==> src/rtl/path_sequencer.sv <==
// Walks the solved node list and issues one hop at a time to the motion unit.
// Build option: define PATH_REVERSE_EN when the buffer holds the path destination-first.
//
// state      | meaning
// IDLE       | waiting for start, buffer writable
// SCAN       | measuring path length, one entry per cycle
// ISSUE      | cmd_valid high, waiting for cmd_ready
// WAIT_ARR   | command accepted, waiting for arrival or timeout
// DONE       | path completed, done held until next start
// ERR        | timeout or malformed path, error held until next start
module path_sequencer #(
    parameter int NODE_W  = 14,
    parameter int DEPTH   = 37,
    parameter int TERM    = 37,
    parameter int TIMEOUT = 50000000
) (
    input  logic              clk,
    input  logic              rst,
    input  logic              wr_en,
    input  logic [5:0]        wr_idx,
    input  logic [NODE_W-1:0] wr_node,
    input  logic              start,
    output logic              cmd_valid,
    input  logic              cmd_ready,
    output logic [NODE_W-1:0] cmd_node,
    output logic [5:0]        cmd_hop,
    input  logic              arrived,
    output logic              busy,
    output logic              done,
    output logic              error,
    output logic [5:0]        hops_done
);

    typedef enum logic [2:0] {
        S_IDLE, S_SCAN, S_ISSUE, S_WAIT_ARR, S_DONE, S_ERR
    } state_t;

    localparam logic [NODE_W-1:0] TERM_V    = NODE_W'(TERM);
    localparam logic [5:0]        DEPTH_V   = 6'(DEPTH);
    localparam logic [31:0]       TIMEOUT_V = 32'(TIMEOUT);

    state_t            state;
    logic [5:0]        idx;
    logic [5:0]        ptr;
    logic [5:0]        len;
    logic [31:0]       timer;
    logic [NODE_W-1:0] path_buf [DEPTH];

    logic [NODE_W-1:0] scan_word;
    logic              writable;
    logic [5:0]        first_slot;
    logic [5:0]        next_slot;

    always_comb begin
        scan_word = TERM_V;
        if (idx < DEPTH_V)
            scan_word = path_buf[idx];
        writable = (state == S_IDLE) || (state == S_DONE) || (state == S_ERR);
`ifdef PATH_REVERSE_EN
        // Hop n lives at slot L-1-n; in SCAN the length is still in idx.
        first_slot = idx - 6'd2;
        next_slot  = len - ptr - 6'd2;
`else
        first_slot = 6'd1;
        next_slot  = ptr + 6'd1;
`endif
    end

    always_ff @(posedge clk) begin
        if (rst) begin
            state     <= S_IDLE;
            idx       <= '0;
            ptr       <= '0;
            len       <= '0;
            timer     <= '0;
            cmd_valid <= 1'b0;
            cmd_node  <= '0;
            cmd_hop   <= '0;
            busy      <= 1'b0;
            done      <= 1'b0;
            error     <= 1'b0;
            hops_done <= '0;
            for (int i = 0; i < DEPTH; i++)
                path_buf[i] <= TERM_V;
        end else begin
            if (wr_en && writable && (wr_idx < DEPTH_V))
                path_buf[wr_idx] <= wr_node;

            case (state)
                S_IDLE, S_DONE, S_ERR: begin
                    if (start) begin
                        state     <= S_SCAN;
                        idx       <= '0;
                        hops_done <= '0;
                        done      <= 1'b0;
                        error     <= 1'b0;
                        busy      <= 1'b1;
                    end
                end
                S_SCAN: begin
                    if ((idx == DEPTH_V) || (scan_word == TERM_V)) begin
                        len <= idx;
                        if (idx < 6'd2) begin
                            state <= S_DONE;
                            done  <= 1'b1;
                            busy  <= 1'b0;
                        end else begin
                            state     <= S_ISSUE;
                            ptr       <= 6'd1;
                            cmd_valid <= 1'b1;
                            cmd_node  <= path_buf[first_slot];
                            cmd_hop   <= 6'd1;
                        end
                    end else if (scan_word > TERM_V) begin
                        state <= S_ERR;
                        error <= 1'b1;
                        busy  <= 1'b0;
                    end else begin
                        idx <= idx + 6'd1;
                    end
                end
                S_ISSUE: begin
                    if (cmd_ready) begin
                        state     <= S_WAIT_ARR;
                        cmd_valid <= 1'b0;
                        timer     <= '0;
                    end
                end
                S_WAIT_ARR: begin
                    // Arrival is checked first so it wins over a same-cycle timeout.
                    if (arrived) begin
                        hops_done <= hops_done + 6'd1;
                        ptr       <= ptr + 6'd1;
                        if (ptr == len - 6'd1) begin
                            state <= S_DONE;
                            done  <= 1'b1;
                            busy  <= 1'b0;
                        end else begin
                            state     <= S_ISSUE;
                            cmd_valid <= 1'b1;
                            cmd_node  <= path_buf[next_slot];
                            cmd_hop   <= ptr + 6'd1;
                        end
                    end else if (timer == TIMEOUT_V - 32'd1) begin
                        state <= S_ERR;
                        error <= 1'b1;
                        busy  <= 1'b0;
                    end else if (timer < TIMEOUT_V) begin
                        timer <= timer + 32'd1;
                    end
                end
                default: state <= S_IDLE;
            endcase
        end
    end

endmodule

==> config.mk <==
export PLATFORM = sky130hd
export DESIGN_NAME = path_sequencer
export DESIGN_NICKNAME = d
export VERILOG_FILES = /design/src/rtl/path_sequencer.sv
export SDC_FILE = /design/constraint.sdc
export NUM_CORES = 2
export LEC_CHECK = 0
export CAP_MARGIN = 20
export CORE_MARGIN = 1
export CORE_UTILIZATION = 60
export CTS_CLUSTER_DIAMETER = 80
export CTS_CLUSTER_SIZE = 25
export DETAILED_ROUTE_END_ITERATION = 7
export GPL_TIMING_DRIVEN = 0
export PLACE_DENSITY = 0.77
export SLEW_MARGIN = 20
export SYNTH_ARGS = -nofsm -noshare
export SYNTH_HDL_FRONTEND = slang
export SYNTH_SLANG_ARGS = --single-unit
==> constraint.sdc <==
create_clock -name clk -period 10.6 [get_ports clk]
set_input_delay 1.59 -clock clk [delete_from_list [all_inputs] [get_ports clk]]
set_output_delay 1.59 -clock clk [all_outputs]
set_load 0.02 [all_outputs]
Word-level counts from Yosys, hierarchy flattened
Memories as Yosys holds them, arrays and structs flattened. A register that Yosys moved wholly into a read port is not among the register bits.
Cells that the tools add are included.

operators by class
  add/subtract/negate cells = 5
  $lt $le $gt $ge = 5
  equality and inequality tests = 28
  multiplexer cells = 68
  reductions and logical operators = 25

operator list
  cell                                                                            count
  32-bit two-way mux                                                              4
  14-bit two-way mux                                                              6
  6-bit two-way mux                                                               12
  32-bit one-hot mux with 2 select lines                                          1
  6-bit one-hot mux with 2 select lines                                           4
  32-bit by 1-bit adder with 32-bit output, second input constant                 1
  32-bit by 26-bit == test with 1-bit output, second input constant               1
  32-bit by 26-bit less-than comparator with 1-bit output, second input constant  1
  2-bit != test, second input constant                                            15
  14-bit one-hot mux with 2 select lines                                          1
  1-bit two-way mux                                                               27
  3-bit two-way mux                                                               8
  6-bit AND reduction                                                             4
  6-bit by 1-bit adder with 6-bit output, second input constant                   3
  14-bit by 6-bit == test with 1-bit output, second input constant                1
  14-bit by 6-bit > comparator with 1-bit output, second input constant           1
  14-bit OR reduction                                                             1
  6-bit less-than comparator, second input constant                               2
  3-bit != test, second input constant                                            4
  1-bit one-hot mux with 3 select lines                                           4
  3-bit one-hot mux with 4 select lines                                           1
  4-bit AND reduction                                                             3
  5-bit AND reduction                                                             2
  2-bit nonzero test                                                              4
  14 further kinds                                                                20

word-level totals
  flip-flop bits (word level) = 83
  memory bits (writable) = 518
  bits of input ports = 26
  output and inout port bits = 30
  logic and storage cells = 144
  memories kept = 1

memory list
  memory    depth  bits a word  read ports  clocked after memory_dff  wr ports  RTL line  text
  path_buf  37     14           3           1                         37        47        logic [NODE_W-1:0] path_buf [DEPTH];

Logic depth before layout (Yosys ltp)
  word-level depth = 10
  gate-level depth with buffers = 17
  depth with buffers taken out = 12

Worst setup path before layout
No wires, ideal clock.

  path kind = input-to-reg
  from = input port wr_idx[0]
  to = memory path_buf[10][0] (enable)
  setup time = 404 ps
  arrival time = 3430 ps
  data required time = 10196 ps
  slack = 6766 ps
  stages on the path = 4
  path buffers = 2
  cells stage by stage = or3b_2 > clkbuf_1 > clkbuf_1 > o21ai_0

RTL lines
  item                RTL line  text
  start: declaration  20        input logic [5:0] wr_idx,
  end: declaration    47

==> results.toml <==
[cells_and_area]
layout-drive-gt1-share_pct = 17.35
syn2layout_area_growth_pct = 11.65
fillers = 5462
fin_nets = 3748
layout.cells.most_common_list = "edfxtp_1, and2_1, conb_1"
mostFrequentLayoutCell = "edfxtp_1"

[drt]
avgViaCountPerCell = 6.997
post_drt_wl_per_cell_um = 35.37
ant_nets = 0
drt_pass1_iterations = 6
drt_iter0_markers = 6224
drt_wl_total_um = 169400
vias = 33500
drcViolationCount = 0

[power]
power_density_mw_per_mm2 = 134.4
vdd_drop_max_v = 0.0001751
leakage_nw = 17.59

[logic_synthesis]
postSynthCellCount = 3183
syn_avg_cell_area_um2 = 14.95
yosysSeqAreaShare_pct = 60.27
synth_edf_count = 896
synth-seq-cells = 985
dominantRegCellSynth = "edfxtp_1"
yosysUniqueCellTypes = 88
ys_warn_count = 0
async_flop_share_pct = 0
netlist_area_mm2 = 0.04760

[cts]
clk_latency_ns = 0.65
cts_buffers = 48
clk_pin_slew_worst_paths_ns = 0.10
cts_resized = 0
cts_buffer_depth = 3
cts_root_buf = "clkbuf_16"
postCtsSetupRepairBufs = 0
htree_num_levels = 2
postCtsHoldBufs = 0
cts_tree = "done"
cts.sinks = 985

[hold_path]
hp-start = "cmd_hop[0]"
hold_path.class = "flip-flop to flip-flop"
hold-path-endpoint = "cmd_hop[0]"
hold_path_depth = 2

[timing]
setup-tns-final_ns = 0
finClkSkew_ns = 0.01979
tightestPinTransition_ns = 1.265
hold_viol_final = 0
fmax_mhz = 154.4
setup_ws_ns = 4.121
hold_ws_ns = 0.4489
fin_crit_sh_pct = 61.12
maxSlewViolCount = 0
slew_headroom_pct = 15.65
rsz0062_at_grt = "no"
setup_viol = 0
period_needed_ns = 6.479

[floorplan]
dieHeight_um = 283.7
io_pins = 56
die-width_um = 283.7
dieArea_mm2 = 0.08046
start_util_pct = 61.04
num_rows = 102
core_area_mm2 = 0.07798

[global_route]
antenna_found_initial = 15
grt_overflow = 0
grt_pass1_wl_um = 234700
grt_pass1_vias = 31990
grt_max_degree = 38
grt_usage_pct = 42.27

[worst_setup_path]
worstSetupEndpointType = "flip-flop"
timing.rr.end = "cmd_node[2]"
crit_chain = "buf_2 -> buf_2 -> buf_2 -> buf_2 -> buf_2 -> a211oi_1 -> a311oi_1 -> o221ai_1 -> nand3_1 -> nor4_4 -> o21bai_2 -> nand2_1 -> buf_4 -> a221oi_1"
required_ns = 11.17
critPathMostFrequentCell = "buf_2"
slowest_stage = "buf_2"
cp_data_arrival_time_ns = 7.04
startpoint_type = "flip-flop"
cp_slowest_stage_delay_ns = 0.66
worstRegToRegCells = 14
path_max_fanout = 10
path_class = "flip-flop to flip-flop"
rrSetupSlack_ns = 4.12

[place]
portBuffers = 55
place_congestion = 1.074
hpwl_um = 124600
post-place-ws_ns = 4.637

[outcome]
status = "finished, final reports clean"

[run]
max-cap-violations = 0
[critical path: cells and delay by family (launching register included)]
kind | cells | cell delay (ns)
AOI/OAI and AO/OA | 5 | 1.85
buffers and inverters | 6 | 3.12
DFF | 1 | 0.62
and+or+nand+nor | 3 | 0.77
[cells by family after synthesis]
family                   after synthesis  synth area share [%]
flip-flops                           985                 60.27
AO/OA/AOI/OAI                        322                 4.671
adder cells (fa/ha/maj)                7                0.1840
XOR/XNOR                              37                0.6808
other                                  1              0.007879
multiplexers                         395                 18.13
AND/OR/NAND/NOR                     1131                 13.16
buffers and inverters                305                 2.894
[stage by stage]
step | instances | area (µm²) | utilization (%) | power (mW)
final | 4788 | 53140 | 68.15 | 7.141
after global routing | 4780 | 53120 | 68.13 | 7.260
after CTS | 4779 | 53090 | 68.09 | 7.089
after detailed placement | 4704 | 51690 | 66.29 | 5.040
after global placement | 4655 | 50860 | 65.23 | 5.002
after floorplan | 3560 | 49010 | - | 4.795
[synth_stat cells (all sizes together), types with 4 or more instances]
cell type / n / area share, %
edfxtp: 896 / 57
and2: 414 / 5.4
mux4: 369 / 18
nor2: 219 / 1.7
clkbuf: 176 / 1.4
or3: 127 / 1.7
nor3: 114 / 1.2
dfxtp: 89 / 3.7
buf: 88 / 1.1
o21ai: 80 / 0.86
a21oi: 64 / 0.67
nand2: 63 / 0.50
nand3: 53 / 0.56
nor4: 46 / 0.65
inv: 38 / 0.30
o22ai: 38 / 0.50
a221oi: 23 / 0.52
mux2i: 22 / 0.46
xor2: 20 / 0.37
or4: 19 / 0.30
a211oi: 18 / 0.28
xnor2: 17 / 0.31
and3: 13 / 0.17
nand4: 13 / 0.17
a31oi: 12 / 0.16
nand2b: 12 / 0.16
o31ai: 12 / 0.19
o32ai: 10 / 0.18
nor2b: 9 / 0.12
o311ai: 8 / 0.18
ha: 7 / 0.18
nand3b: 7 / 0.11
a2111oi: 6 / 0.16
a22oi: 6 / 0.095
o211ai: 6 / 0.095
a311oi: 5 / 0.12
a22o: 4 / 0.074
mux2: 4 / 0.095
o22a: 4 / 0.074
or2: 4 / 0.053
or3b: 4 / 0.074
[routing by layer]
metal | global-route usage (%) | wire (µm) | up-vias
met5 | 0 | 141 | -
met4 | 27.61 | 13500 | 20
met3 | 15.43 | 27090 | 644
met2 | 60.89 | 72580 | 2988
met1 | 54.29 | 56070 | 16660
li1 | - | - | 13190
[report_power, final]
group          switching, mW  internal, mW
Combinational          0.299         0.163
Sequential             0.104          4.42
Clock                   1.27         0.888
[flip-flops by register name, summed over array words and instances, names as in the netlist, named ones only]
signal / count
hops_done: 6
ptr: 6
cmd_node: 14
cmd_hop: 6
state: 3
timer: 32
len: 6
idx: 6
cmd_valid: 1
busy: 1
path_buf: 896
done: 1
error: 1
[area by class of cell]
class | count | area (µm²) | share of cell area, %
clock buffer | 58 | 1261 | 2.373
buffer | 267 | 1276 | 2.401
antenna | 8 | 20.02 | 0.03767
clock inverter | 17 | 140.1 | 0.2637
timing repair buffer | 105 | 1201 | 2.260
sequential | 985 | 28690 | 53.98
inverter | 38 | 142.6 | 0.2684
multi-input combinational | 2270 | 19110 | 35.97
tap | 1040 | 1301 | 2.449
[how the worst max path moves through the flow]
stage	startpoint	endpoint	slack, ns
global route	flip-flop	cmd_node[4]	4.37
finish	flip-flop	cmd_node[2]	4.12
floorplan	wr_idx[0]	path_buf[10][0]	6.77
detailed placement	flip-flop	cmd_node[2]	4.64
global placement	flip-flop	cmd_node[2]	4.55
CTS	flip-flop	cmd_node[2]	4.58
Note: power is estimated with default switching activity, not from simulation.
